--- config.mk ---
export PLATFORM = sky130hd
export DESIGN_NAME = analog_mux_sequencer
export DESIGN_NICKNAME = d
export VERILOG_FILES = /design/src/rtl/analog_mux_seq_pkg.sv /design/src/rtl/analog_mux_sequencer_rr_arbiter_onehot.sv /design/src/rtl/analog_mux_sequencer.sv
export SDC_FILE = /design/constraint.sdc
export NUM_CORES = 1
export LEC_CHECK = 0
export ABC_AREA = 1
export BUFFER_PORTS_ARGS = -buffer_cell sky130_fd_sc_hd__clkbuf_2
export CORE_ASPECT_RATIO = 0.9
export CORE_UTILIZATION = 50
export DETAILED_ROUTE_END_ITERATION = 10
export HOLD_SLACK_MARGIN = 0.03
export PLACE_DENSITY = 0.82
export RECOVER_POWER = 25
export SLEW_MARGIN = 0
export SYNTH_ARGS = -nofsm -noshare
export SYNTH_HDL_FRONTEND = slang
export SYNTH_SLANG_ARGS = --single-unit
--- constraint.sdc ---
create_clock -name clk -period 1.9 [get_ports clk]
set_clock_uncertainty 0.05 [all_clocks]
set_input_delay 0.19 -clock clk [delete_from_list [all_inputs] [get_ports clk]]
set_output_delay 0.19 -clock clk [all_outputs]
set_load 0.1 [all_outputs]
--- src/rtl/analog_mux_seq_pkg.sv ---
// Shared types, default parameter values and the round-robin pick helper
// for the analog mux sequencer.
package analog_mux_seq_pkg;

  localparam int DEF_N_CH          = 4;
  localparam int DEF_BBM_CYCLES    = 2;
  localparam int DEF_MIN_DWELL     = 4;
  localparam int DEF_MAX_DWELL     = 16;
  localparam int DEF_SETTLE_CYCLES = 3;
  localparam int MAX_CH            = 8;

  typedef enum logic [1:0] {
    IDLE  = 2'd0,
    ON    = 2'd1,
    BREAK = 2'd2
  } seq_state_e;

  // Returns {valid, idx[2:0]}: first set request after ptr, wrapping at n.
  function automatic logic [3:0] rr_pick(input logic [MAX_CH-1:0] req,
                                         input logic [2:0]        ptr,
                                         input int                n);
    logic [3:0] res;
    logic [2:0] cand;
    res = 4'd0;
    for (int k = 1; k <= MAX_CH; k++) begin
      cand = 3'((int'(ptr) + k) % n);
      if ((k <= n) && !res[3] && req[cand]) begin
        res = {1'b1, cand};
      end
    end
    return res;
  endfunction

endpackage

--- src/rtl/analog_mux_sequencer_rr_arbiter_onehot.sv ---
// Combinational round-robin select: winner index plus one-hot form.
module rr_arbiter_onehot
  import analog_mux_seq_pkg::*;
#(
  parameter int N_CH  = DEF_N_CH,
  parameter int IDX_W = $clog2(N_CH)
) (
  input  logic [N_CH-1:0]  req,
  input  logic [IDX_W-1:0] ptr,
  output logic             valid,
  output logic [IDX_W-1:0] idx,
  output logic [N_CH-1:0]  onehot
);

  logic [3:0]        pick_s;
  logic [MAX_CH-1:0] req_ext_s;
  logic [2:0]        ptr_ext_s;

  // Widen inputs to the helper's fixed width and decode its result.
  always_comb begin
    req_ext_s              = '0;
    req_ext_s[N_CH-1:0]    = req;
    ptr_ext_s              = 3'd0;
    ptr_ext_s[IDX_W-1:0]   = ptr;
    pick_s                 = rr_pick(req_ext_s, ptr_ext_s, N_CH);
    valid                  = pick_s[3];
    idx                    = pick_s[IDX_W-1:0];
    onehot                 = '0;
    if (pick_s[3]) begin
      onehot[pick_s[IDX_W-1:0]] = 1'b1;
    end else begin
      onehot = '0;
    end
  end

endmodule

--- src/rtl/analog_mux_sequencer.sv ---
// Time-shares one analog bus among N_CH mux switches with round-robin
// arbitration, break-before-make gaps and min/max dwell per grant.
// Optional settle qualifier output enabled by ANALOG_MUX_SEQ_SETTLE_EN.
module analog_mux_sequencer
  import analog_mux_seq_pkg::*;
#(
  parameter int N_CH       = DEF_N_CH,
  parameter int BBM_CYCLES = DEF_BBM_CYCLES,
  parameter int MIN_DWELL  = DEF_MIN_DWELL,
  parameter int MAX_DWELL  = DEF_MAX_DWELL,
  parameter int IDX_W      = $clog2(N_CH)
`ifdef ANALOG_MUX_SEQ_SETTLE_EN
  ,
  parameter int SETTLE_CYCLES = DEF_SETTLE_CYCLES
`endif
) (
  input  logic             clk,
  input  logic             rst,
  input  logic [N_CH-1:0]  req,
  output logic [N_CH-1:0]  ctrl,
  output logic [IDX_W-1:0] grant_idx,
  output logic             active,
  output logic             gap
`ifdef ANALOG_MUX_SEQ_SETTLE_EN
  ,
  output logic             settled
`endif
);

  localparam int DWELL_TOP = (MAX_DWELL > MIN_DWELL) ? MAX_DWELL : MIN_DWELL;
  localparam int DWELL_W   = $clog2(DWELL_TOP + 1);
  localparam int GAP_W     = (BBM_CYCLES > 1) ? $clog2(BBM_CYCLES) : 1;
  localparam logic [DWELL_W-1:0] MIN_LAST = DWELL_W'(MIN_DWELL - 1);
  localparam logic [DWELL_W-1:0] MAX_LAST = DWELL_W'((MAX_DWELL == 0) ? 0 : MAX_DWELL - 1);
  localparam logic [GAP_W-1:0]   GAP_LOAD = GAP_W'(BBM_CYCLES - 1);

  seq_state_e         state_r, state_nx_s;
  logic [IDX_W-1:0]   rr_ptr_r, ptr_nx_s;
  logic [DWELL_W-1:0] dwell_r, dwell_nx_s;
  logic [GAP_W-1:0]   gap_cnt_r, gap_cnt_nx_s;
  logic [N_CH-1:0]    ctrl_nx_s;
  logic [IDX_W-1:0]   grant_nx_s;
  logic               gap_nx_s;
  logic               win_valid_s;
  logic [IDX_W-1:0]   win_idx_s;
  logic [N_CH-1:0]    win_onehot_s;
  logic               own_req_s, other_req_s, release_s;
`ifdef ANALOG_MUX_SEQ_SETTLE_EN
  localparam int SET_W = $clog2(SETTLE_CYCLES + 1);
  logic [SET_W-1:0]   settle_cnt_r, settle_nx_s;
  logic               settled_nx_s;
`endif

  rr_arbiter_onehot #(.N_CH(N_CH), .IDX_W(IDX_W)) u_arb (
    .req    (req),
    .ptr    (rr_ptr_r),
    .valid  (win_valid_s),
    .idx    (win_idx_s),
    .onehot (win_onehot_s)
  );

  // Release decision for the channel currently driving the bus.
  always_comb begin
    own_req_s   = |(req & ctrl);
    other_req_s = |(req & ~ctrl);
    release_s   = 1'b0;
    if (state_r == ON) begin
      release_s = ((dwell_r >= MIN_LAST) && !own_req_s) ||
                  ((MAX_DWELL != 0) && (dwell_r == MAX_LAST) && other_req_s);
    end else begin
      release_s = 1'b0;
    end
  end

  // Next-state and next-output logic of the grant sequencer.
  always_comb begin
    state_nx_s   = state_r;
    ctrl_nx_s    = ctrl;
    grant_nx_s   = grant_idx;
    ptr_nx_s     = rr_ptr_r;
    dwell_nx_s   = dwell_r;
    gap_cnt_nx_s = gap_cnt_r;
    gap_nx_s     = gap;
    case (state_r)
      IDLE, BREAK: begin
        if ((state_r == BREAK) && (gap_cnt_r != '0)) begin
          gap_cnt_nx_s = gap_cnt_r - GAP_W'(1);
          ctrl_nx_s    = '0;
          gap_nx_s     = 1'b1;
        end else if (win_valid_s) begin
          state_nx_s   = ON;
          ctrl_nx_s    = win_onehot_s;
          grant_nx_s   = win_idx_s;
          ptr_nx_s     = win_idx_s;
          dwell_nx_s   = '0;
          gap_nx_s     = 1'b0;
        end else begin
          state_nx_s   = IDLE;
          ctrl_nx_s    = '0;
          gap_nx_s     = 1'b0;
        end
      end
      ON: begin
        if (release_s) begin
          state_nx_s   = BREAK;
          ctrl_nx_s    = '0;
          gap_nx_s     = 1'b1;
          gap_cnt_nx_s = GAP_LOAD;
        end else if (dwell_r != '1) begin
          dwell_nx_s   = dwell_r + DWELL_W'(1);
        end else begin
          dwell_nx_s   = dwell_r;
        end
      end
      default: begin
        state_nx_s   = IDLE;
        ctrl_nx_s    = '0;
        gap_nx_s     = 1'b0;
      end
    endcase
  end

  // State, counters and registered outputs.
  always_ff @(posedge clk) begin
    if (rst) begin
      state_r   <= IDLE;
      rr_ptr_r  <= IDX_W'(N_CH - 1);
      dwell_r   <= '0;
      gap_cnt_r <= '0;
      ctrl      <= '0;
      grant_idx <= '0;
      active    <= 1'b0;
      gap       <= 1'b0;
    end else begin
      state_r   <= state_nx_s;
      rr_ptr_r  <= ptr_nx_s;
      dwell_r   <= dwell_nx_s;
      gap_cnt_r <= gap_cnt_nx_s;
      ctrl      <= ctrl_nx_s;
      grant_idx <= grant_nx_s;
      active    <= |ctrl_nx_s;
      gap       <= gap_nx_s;
    end
  end

`ifdef ANALOG_MUX_SEQ_SETTLE_EN
  // Settle counter: runs while a grant continues, clears on grant or release.
  always_comb begin
    settle_nx_s  = '0;
    settled_nx_s = 1'b0;
    if ((state_r == ON) && !release_s) begin
      settle_nx_s  = (settle_cnt_r == SET_W'(SETTLE_CYCLES)) ? settle_cnt_r
                                                            : settle_cnt_r + SET_W'(1);
      settled_nx_s = (settle_nx_s == SET_W'(SETTLE_CYCLES));
    end else begin
      settle_nx_s  = '0;
      settled_nx_s = 1'b0;
    end
  end

  // Registered settle qualifier.
  always_ff @(posedge clk) begin
    if (rst) begin
      settle_cnt_r <= '0;
      settled      <= 1'b0;
    end else begin
      settle_cnt_r <= settle_nx_s;
      settled      <= settled_nx_s;
    end
  end
`endif

endmodule

# Word-level counts from Yosys, hierarchy flattened
# Index checks and enable logic that the tools add are counted.
# classes
n_addsub	6
order_cmp	7
eq_ne	10
mux	33
n_bitwise	8
n_reduce_logical	26
# op_table
op	count
2-to-1 mux 4 bit	7
2-to-1 mux 5 bit	4
less-than comparator 3 x 4 -> 1 bit (second input constant)	4
binary-select mux 1 bit (select 3 bit)	4
OR reduction 4 bit	3
2-to-1 mux 1 bit	10
case mux 5 bit (2 select lines)	1
OR reduction 2 bit	5
bitwise AND 4 bit	2
!= test 2 bit (second input constant)	4
case mux 4 bit (2 select lines)	1
logical AND 1 bit	7
AND reduction 3 bit	2
adder 5 x 1 -> 5 bit (second input constant)	1
== test 5 x 4 -> 1 bit (second input constant)	1
>= comparator 5 x 2 -> 1 bit (second input constant)	1
!= test 5 bit (second input constant)	1
AND reduction 5 bit	1
adder 2 x 1 -> 2 bit (second input constant)	2
adder 2 bit (second input constant)	2
bitwise AND 1 bit (first input constant)	4
zero test 1 bit	4
2-to-1 mux 2 bit	2
!= test 2 x 1 -> 1 bit (second input constant)	2
14 further kinds	15
# totals
ff_bits	18
inputBits	6
output_inout_bits	8
elab_cells	98

# Depth between registers and ports, before layout
# Gate-level depths: netlist of run 1.
# depth
ltp_word	23
depth_mapped	16
ltp_nobuf	15

# Cells and area by module
# Synthesis of run 1 repeated with hierarchy kept, for this count alone.
# hier_totals
cells_unflattened	197
area_unflattened_um2	1318.8
# by_module_without_submodules
module	instances	cells_each	area_each_um2	seq_area_each_um2
analog_mux_sequencer	1	122	939.7	360.3
rr_arbiter_onehot	1	75	379.1	0.0

# Least setup slack after synthesis of run 1
# No wires, ideal clock.
# synth_path
path_type	reg2reg
start	register ctrl[0]
end	register dwell_r[1]
setup_ps	70
arrival_time_ps	2038
required_ps	1780
path_slack_ps	-257
stages_incl_launch_ff	9
n_path_buf	0
synth_period_minus_slack_ps	2157
cell_sequence	dfxtp_1 > o22ai_1 > o21ai_0 > nand3_1 > nand2_1 > nand3b_4 > inv_2 > nand3_1 > a21oi_1
# synth_via
elab_chain_cells	8
elab_cells_between_ends	12
cone_classes	1 x eq/ne; 1 x mux; 3 x bitwise; 7 x reduce/logical
# synth_lines
element	line_no	text
start, declared	analog_mux_sequencer.sv:20	output logic [N_CH-1:0] ctrl,
start signal, assigned	analog_mux_sequencer.sv:139	ctrl <= ctrl_nx_s;
bitwise AND 4 bit / NOT 4 bit (equally long branches)	analog_mux_sequencer.sv:64, analog_mux_sequencer.sv:65	
OR reduction 4 bit / bitwise AND 4 bit (equally long branches)	analog_mux_sequencer.sv:64, analog_mux_sequencer.sv:65	
zero test 1 bit / OR reduction 4 bit (equally long branches)	analog_mux_sequencer.sv:68, analog_mux_sequencer.sv:65	
logical AND 1 bit (on tied branches)	analog_mux_sequencer.sv:68, analog_mux_sequencer.sv:69	
logical OR 1 bit *	analog_mux_sequencer.sv:68	release_s = ((dwell_r >= MIN_LAST) && !own_req_s) ||
2-to-1 mux 1 bit *	analog_mux_sequencer.sv:67	if (state_r == ON) begin
!= test 2 bit (no line) *	-	
AND reduction 5 bit (no line) *	-	
end signal, assigned	analog_mux_sequencer.sv:137	dwell_r <= dwell_nx_s;
end, declared	analog_mux_sequencer.sv:39	logic [DWELL_W-1:0] dwell_r, dwell_nx_s;
# Mark *: on every way between the ends. The rest lies on a longest branch, timed or not.
# A chain may end at the register's enable or synchronous reset.

# Final worst setup path of run 1
# layout_path
start	register rr_ptr_r[1]
end	register dwell_r[0]
# layout_via
elab_chain_cells	17
elab_cells_between_ends	32
cone_classes	4 x add/sub; 1 x eq/ne; 12 x mux; 4 x bitwise; 11 x reduce/logical
# layout_lines
element	line_no	text
start, declared	analog_mux_sequencer.sv:38	logic [IDX_W-1:0] rr_ptr_r, ptr_nx_s;
start signal, assigned	analog_mux_sequencer.sv:127	rr_ptr_r <= IDX_W'(N_CH - 1);
start signal, assigned	analog_mux_sequencer.sv:136	rr_ptr_r <= ptr_nx_s;
adder 2 x 1 -> 2 bit	analog_mux_seq_pkg.sv:26	cand = 3'((int'(ptr) + k) % n);
OR reduction 2 bit (no line)	-	
bitwise AND 1 bit (no line)	-	
binary-select mux 1 bit (select 3 bit)	analog_mux_seq_pkg.sv:27	if ((k <= n) && !res[3] && req[cand]) begin
2-to-1 mux 1 bit (implied by the code)	analog_mux_seq_pkg.sv:27	
2-to-1 mux 4 bit	analog_mux_seq_pkg.sv:27	
zero test 1 bit	analog_mux_seq_pkg.sv:27	
logical AND 1 bit	analog_mux_seq_pkg.sv:27	
2-to-1 mux 4 bit	analog_mux_seq_pkg.sv:27	
zero test 1 bit	analog_mux_seq_pkg.sv:27	
logical AND 1 bit	analog_mux_seq_pkg.sv:27	
2-to-1 mux 4 bit	analog_mux_seq_pkg.sv:27	
zero test 1 bit	analog_mux_seq_pkg.sv:27	
logical AND 1 bit	analog_mux_seq_pkg.sv:27	
2-to-1 mux 4 bit *	analog_mux_seq_pkg.sv:27	
!= test 2 x 1 -> 1 bit (no line) *	-	
AND reduction 5 bit (no line) *	-	
# Mark *: on every way between the ends. The rest lies on a longest branch, timed or not. The select of a mux whose other input is x is not followed.

==> results of run 1 <==
## power by group
part / switching [W] / internal [W] / leakage, nW
logic: 0.00141 / 0.000591 / 0.547
clock network: 0.000121 / 0.000117 / 0.0210
registers: 0.000121 / 0.000514 / 0.150
## final cells by class
cell class	count	area share, %
clock buffers	4	2.548
flip-flops and latches	18	26.01
multi-input cells	141	55.80
well taps	27	2.373
inverters	20	5.800
repair buffers	18	7.469
## synthesized netlist by cell type, drive strengths merged
cell type and count:
nand3b 2, dfxtp 18, nand2 71, ha 3, o22ai 2, o21ai 4, buf 2, clkbuf 1
nand4 4, inv 20, o211ai 2, xor2 1, nor2 18, a21oi 18, nand3 16
## state kept, by name, summed over array words and instances (netlist names)
name / count
rr_ptr_r: 2
ctrl: 4
grant_idx: 2
dwell_r: 5
state_r: 2
gap_cnt_r: 1
active: 1
gap: 1
## kinds of logic (layout without fill, tap and decap cells)
logic type | after synthesis | after routing | synth area share, %
simple gates | 111 | 111 | 47.25
fa+ha+maj | 3 | 3 | 3.055
flops | 18 | 18 | 29.33
xor+xnor | 1 | 1 | 0.7130
compound gates | 26 | 26 | 11.20
buf+inv | 23 | 42 | 8.452
## per-stage QoR
stage	instances	hold WS, ns	utilization (%)	instance area (µm²)	power [W]
after floorplan	182	0.2091	-	1234	0.002212
after global placement	221	0.3991	58.93	1321	0.002460
after detailed placement	221	0.4106	58.93	1321	0.002505
after CTS	225	0.2084	60.66	1360	0.002760
after global routing	228	0.2177	63.50	1424	0.003097
final	228	0.2180	63.50	1424	0.002875
## worst max-delay path, cell delays in order (launching register included)
cell and delay [ns]:
sky130_fd_sc_hd__dfxtp_2 0.43, sky130_fd_sc_hd__inv_4 0.08, sky130_fd_sc_hd__nand2_1 0.08, sky130_fd_sc_hd__nand2_2 0.09, sky130_fd_sc_hd__nand2_4 0.09, sky130_fd_sc_hd__nand2_4 0.08, sky130_fd_sc_hd__nor2_8 0.14, sky130_fd_sc_hd__nand3b_4 0.10
sky130_fd_sc_hd__nor2_1 0.11, sky130_fd_sc_hd__nand3b_4 0.19, sky130_fd_sc_hd__inv_2 0.06, sky130_fd_sc_hd__nand2_1 0.08, sky130_fd_sc_hd__a21oi_1 0.06
## timing repair
| item | 4_1_cts | 5_1_grt |
|---|---|---|
| endpoints found under the setup margin | 1 | 12 |
| gates resized for setup | 1 | 18 |
| pin swaps | 0 | 6 |
| buffers inserted | 0 | 3 |
| hold endpoints to repair | 0 | 0 |
## worst paths after layout
check,depth (start not counted),slack [ns],to
min,2,0.22,dwell_r[1]
min reg2reg,2,0.42,gap_cnt_r
max,12,0.13,dwell_r[0]
max reg2reg,12,0.13,dwell_r[0]
## metal layers
metal  global-route usage [%]  up-vias  part of all wire (%)
li1                         -      622                     -
met1                    31.73      566                    47
met2                    35.16       40                    46
met3                    6.854        2                   6.7
met4                    2.564        0                  0.29
met5                        0        -                     0
==> impl_metrics.py, run 1 <==
metrics = {
    "run_status": {
        "outcome": "finished, final reports clean",
    },
    "floorplanning": {
        "io-pin-count": 14,
        "die_width_um": 54.26,
        "die_y_um": 49.03,
        "core.rowCount": 16,
        "start_util_pct": 54.80,
        "placeableCoreArea_mm2": 0.002242,
        "floorplan_die_area_mm2": 0.002660,
    },
    "global_route": {
        "grt_antenna_before_repair": 0,
        "groute.usage.overall_pct": 22.75,
        "grt.overflow.total": 0,
        "first_global_vias": 1075,
        "grt_start_max_net_pins": 16,
        "grt_first_pass_wirelength_um": 4533,
    },
    "min_path": {
        "worstHoldStart": "rst",
        "timing.hold.worst.class": "input port to register",
    },
    "timing": {
        "final-hold-violation-count": 0,
        "period_share_pct": 93.01,
        "post-route-worst-setup-slack_ns": 0.1328,
        "rsz0062_at_grt": "no",
        "report.final.slew_viol_count": 0,
        "timing.max_slew.rel_slack_pct": 64.03,
        "worstMarginPinSlew_ns": 0.5419,
        "clock_period_minus_worst_slack_ns": 1.767,
        "setup_tns_ns": 0,
        "report.final.setup_viol": 0,
        "timing.fmax_ghz": 0.5659,
    },
    "placement": {
        "dp_slack_ns": 0.01684,
        "place_hpwl_um": 2114,
        "gpl_wtd_cong": 0.8799,
        "port_buffers": 13,
    },
    "clock_network": {
        "worstSkewPairLatency_ns": 0.30,
        "clk_root_buffer_cell": "sky130_fd_sc_hd__clkbuf_4",
        "clkTransAtPathRegs_ns": 0.11,
        "cts-root-to-sink-buffers": 2,
        "number_of_clock_sinks": 18,
        "cts-hold-fix-buffers": 0,
        "cts_max_level": 1,
        "tritoncts_clock_tree": "yes",
        "cts_buffers": 3,
    },
    "setup_path": {
        "worst_setup_path_start_kind": "register",
        "criticalPathCategory": "register to register",
        "worst_r2r_startpoint": "rr_ptr_r[1]",
        "critPathRequiredTime_ns": 2.03,
        "critPathCaptureType": "register",
        "critical_path.startpoint": "rr_ptr_r[1]",
        "worst_endpoint_data_arrival_time_ns": 1.89,
        "critical_path.max_fanout": 8,
    },
    "yosys": {
        "yosysUniqueCellTypes": 23,
        "netlist.area_leader.share_pct": 29.33,
        "synth_largest_area_cell": "sky130_fd_sc_hd__dfxtp_1",
        "synth.area.top_cells": "sky130_fd_sc_hd__dfxtp_1, sky130_fd_sc_hd__nand2_1, sky130_fd_sc_hd__a21oi_1",
        "synth_nets": 191,
        "cell_area_after_synthesis_mm2": 0.001229,
        "synthesis.yosys.warnings": 0,
        "synth_seq_area_share_pct": 29.33,
        "mean_cell_area_of_the_mapped_netlist_um2": 6.751,
        "postSynthCellCount": 182,
        "postSynthRegisterBits": 18,
    },
    "routing": {
        "detail_route.vias_per_cell": 5.395,
        "drtAntennaViolNets": 0,
        "first_pass_drt_iterations": 4,
        "drtIter0Drc": 47,
        "detail_route.wirelength_um": 2759,
        "drt_drc_violations_left": 0,
        "routed_via_count": 1230,
        "routed_wire_length_per_instance_um": 12.10,
    },
    "finish": {
        "sequential_area_um2": 370.4,
        "layout.cells.most_common": "sky130_fd_sc_hd__nand2_1",
        "antenna_cells_inserted": 0,
        "most_frequent_cells_in_the_layout": "sky130_fd_sc_hd__nand2_1, sky130_fd_sc_hd__a21oi_1, sky130_fd_sc_hd__inv_1",
        "area_occupied_by_multi_input_gates_um2": 794.5,
        "layout.filler_cells": 204,
        "post_layout_nets": 211,
        "post_synthesis_to_final_layout_area_growth_pct": 15.89,
        "final_layout_size_suffix_gt1_share_pct": 30.35,
    },
    "pwr": {
        "ir_worst_vdd_v": 0.001531,
        "power_leakage_nw": 0.7172,
        "power.density_mw_per_mm2": 2019,
    },
    "run": {
        "max-cap-violations": 0,
    },
}
(Power assumes the default switching activity.)
==> run 2, diff against run 1 <==
--- a/config.mk
+++ b/config.mk
@@ -8,10 +8,10 @@
 export ABC_AREA = 1
 export BUFFER_PORTS_ARGS = -buffer_cell sky130_fd_sc_hd__clkbuf_2
 export CORE_ASPECT_RATIO = 0.9
-export CORE_UTILIZATION = 50
+export CORE_UTILIZATION = 35
 export DETAILED_ROUTE_END_ITERATION = 10
 export HOLD_SLACK_MARGIN = 0.03
-export PLACE_DENSITY = 0.82
+export PLACE_DENSITY = 0.64
 export RECOVER_POWER = 25
 export SLEW_MARGIN = 0
 export SYNTH_ARGS = -nofsm -noshare
==> impl_metrics.py, run 2 (synthesis results as in run 1) <==
metrics = {
    "floorplanning": {
        "placeableCoreArea_mm2": 0.003353,
        "die_width_um": 64.46,
        "die_y_um": 58.21,
        "core.rowCount": 20,
        "floorplan_die_area_mm2": 0.003752,
        "start_util_pct": 36.64,
        "io-pin-count": 14,
    },
    "setup_path": {
        "worst-r2r-cell-count": 13,
        "regToRegSetupSlack_ns": 0.11,
        "critPathRequiredTime_ns": 1.98,
        "cpMostUsedCell": "sky130_fd_sc_hd__nand2_4",
        "critical_path.max_fanout": 7,
        "critical_path_cell_sequence": "buf_12 > nand2_1 > nand2_2 > nand2_4 > nand2_4 > nor2_8 > nand3b_4 > nand2_4 > inv_2 > nand3_2 > nand2_1 > nor2_1 > a21oi_1",
        "reg2reg_to": "active",
        "criticalPathCategory": "register to register",
        "worst_r2r_startpoint": "rr_ptr_r[0]",
        "critPathMaxStageDelay_ns": 0.37,
        "critPathCaptureType": "register",
        "critical_path.startpoint": "rr_ptr_r[0]",
        "timing.critical_path.slowest_stage_cell": "sky130_fd_sc_hd__dfxtp_4",
        "worst_endpoint_data_arrival_time_ns": 1.86,
        "worst_setup_path_start_kind": "register",
        "critPathCapture": "active",
    },
    "clock_network": {
        "cts_buffers": 3,
        "clkTransAtPathRegs_ns": 0.07,
        "cts-root-to-sink-buffers": 2,
        "cts_max_level": 1,
        "worstSkewPairLatency_ns": 0.25,
        "tritoncts_clock_tree": "yes",
        "clk_root_buffer_cell": "sky130_fd_sc_hd__clkbuf_8",
        "number_of_clock_sinks": 18,
    },
    "pwr": {
        "total_power_w": 0.003005,
        "ir_worst_vdd_v": 0.0009780,
        "power.density_mw_per_mm2": 2027,
        "power_leakage_nw": 0.7401,
    },
    "timing": {
        "period_share_pct": 94.01,
        "setup_tns_ns": 0,
        "report.final.slew_viol_count": 0,
        "clock_period_minus_worst_slack_ns": 1.786,
        "final-hold-violation-count": 0,
        "timing.max_slew.rel_slack_pct": 64.10,
        "worstMarginPinSlew_ns": 0.5409,
        "timing.fmax_ghz": 0.5599,
        "report.final.setup_viol": 0,
        "post-route-worst-setup-slack_ns": 0.1138,
    },
    "routing": {
        "first_pass_drt_iterations": 4,
        "detail_route.wirelength_um": 2742,
        "detail_route.vias_per_cell": 4.785,
        "routed_via_count": 1182,
        "drt_drc_violations_left": 0,
        "routed_wire_length_per_instance_um": 11.10,
        "drtAntennaViolNets": 0,
        "drtIter0Drc": 45,
    },
    "global_route": {
        "grt_antenna_before_repair": 0,
        "groute.usage.overall_pct": 15.08,
        "grt_first_pass_wirelength_um": 4422,
        "grt.overflow.total": 0,
        "first_global_vias": 1028,
        "grt_start_max_net_pins": 16,
    },
    "placement": {
        "dp_slack_ns": 0.03350,
        "port_buffers": 13,
        "post-place-cells": 241,
        "place_hpwl_um": 2074,
        "gpl_wtd_cong": 0.8259,
    },
    "finish": {
        "regMostFlops": "dwell_r",
        "largest_registers": "dwell_r: 5 flops, ctrl: 4 flops",
        "final_layout_size_suffix_gt1_share_pct": 30.54,
        "antenna_cells_inserted": 0,
        "post_layout_nets": 213,
        "largest_reg_flops": 5,
        "most_frequent_cells_in_the_layout": "sky130_fd_sc_hd__nand2_1, sky130_fd_sc_hd__a21oi_1, sky130_fd_sc_hd__inv_1, sky130_fd_sc_hd__nor2_1, sky130_fd_sc_hd__dfxtp_1",
        "layout.cells.most_common": "sky130_fd_sc_hd__nand2_1",
        "final-instance-count-excl-fill": 247,
        "post_synthesis_to_final_layout_area_growth_pct": 20.67,
    },
    "min_path": {
        "timing.hold.worst.class": "input port to register",
    },
    "run": {
        "max-cap-violations": 0,
    },
    "run_status": {
        "outcome": "finished, final reports clean",
    },
}
[run 2: layout make-up]
class                      instances  area, µm²
clock buffer                       4      55.05
timing repair buffer              20      130.1
inverter                          20      77.57
tap                               44      55.05
multi-input combinational        141      797.0
sequential                        18      367.9
fill                             370       1871
[run 2: critical path, delay by kind of cell (launching register included)]
kind                   cells  cell delay (ns)
and+or+nand+nor           10             0.96
DFF                        1             0.37
buffers and inverters      2             0.20
AOI/OAI and AO/OA          1             0.07
[run 2: per-stage QoR]
stage	hold slack, ns	instance area, µm²	util (%)
final	0.2672	1483	44.22
after global routing	0.2911	1483	44.22
after CTS	0.2633	1433	42.72
after detailed placement	0.4067	1378	41.08
after global placement	0.4038	1378	41.08
after floorplan	0.2091	1234	-
[run 2: how the worst min path moves through the flow]
stage                 start            to  slack (ns)  depth (start not counted)
4_1_cts                 rst       ctrl[0]        0.26                          2
6_report                rst       ctrl[0]        0.27                          2
3_5_place_dp   grant_idx[1]  grant_idx[1]        0.41                          2
3_3_place_gp      gap_cnt_r     gap_cnt_r        0.40                          2
5_1_grt                 rst    dwell_r[1]        0.29                          2
2_1_floorplan           rst        active        0.21                          1
[run 2: power by group]
part           switching (W)  internal, W  total (W)
Sequential          0.000119     0.000513   0.000633
Clock               0.000128     0.000184   0.000312
Combinational        0.00143     0.000630    0.00206
[run 2: timing repair]
item                       in CTS  in global routing
setup buffers                   0                  2
resized for setup               0                 15
setup endpoints to repair       0                  9
hold buffers                    0                  0
[run 2: layer usage]
metal	up-vias	routed length (µm)	GRT usage, %
li1	630	-	-
met2	24	1212	23.76
met1	528	1440	21.40
met5	-	0	0
met3	0	89	3.543
met4	0	0	1.905
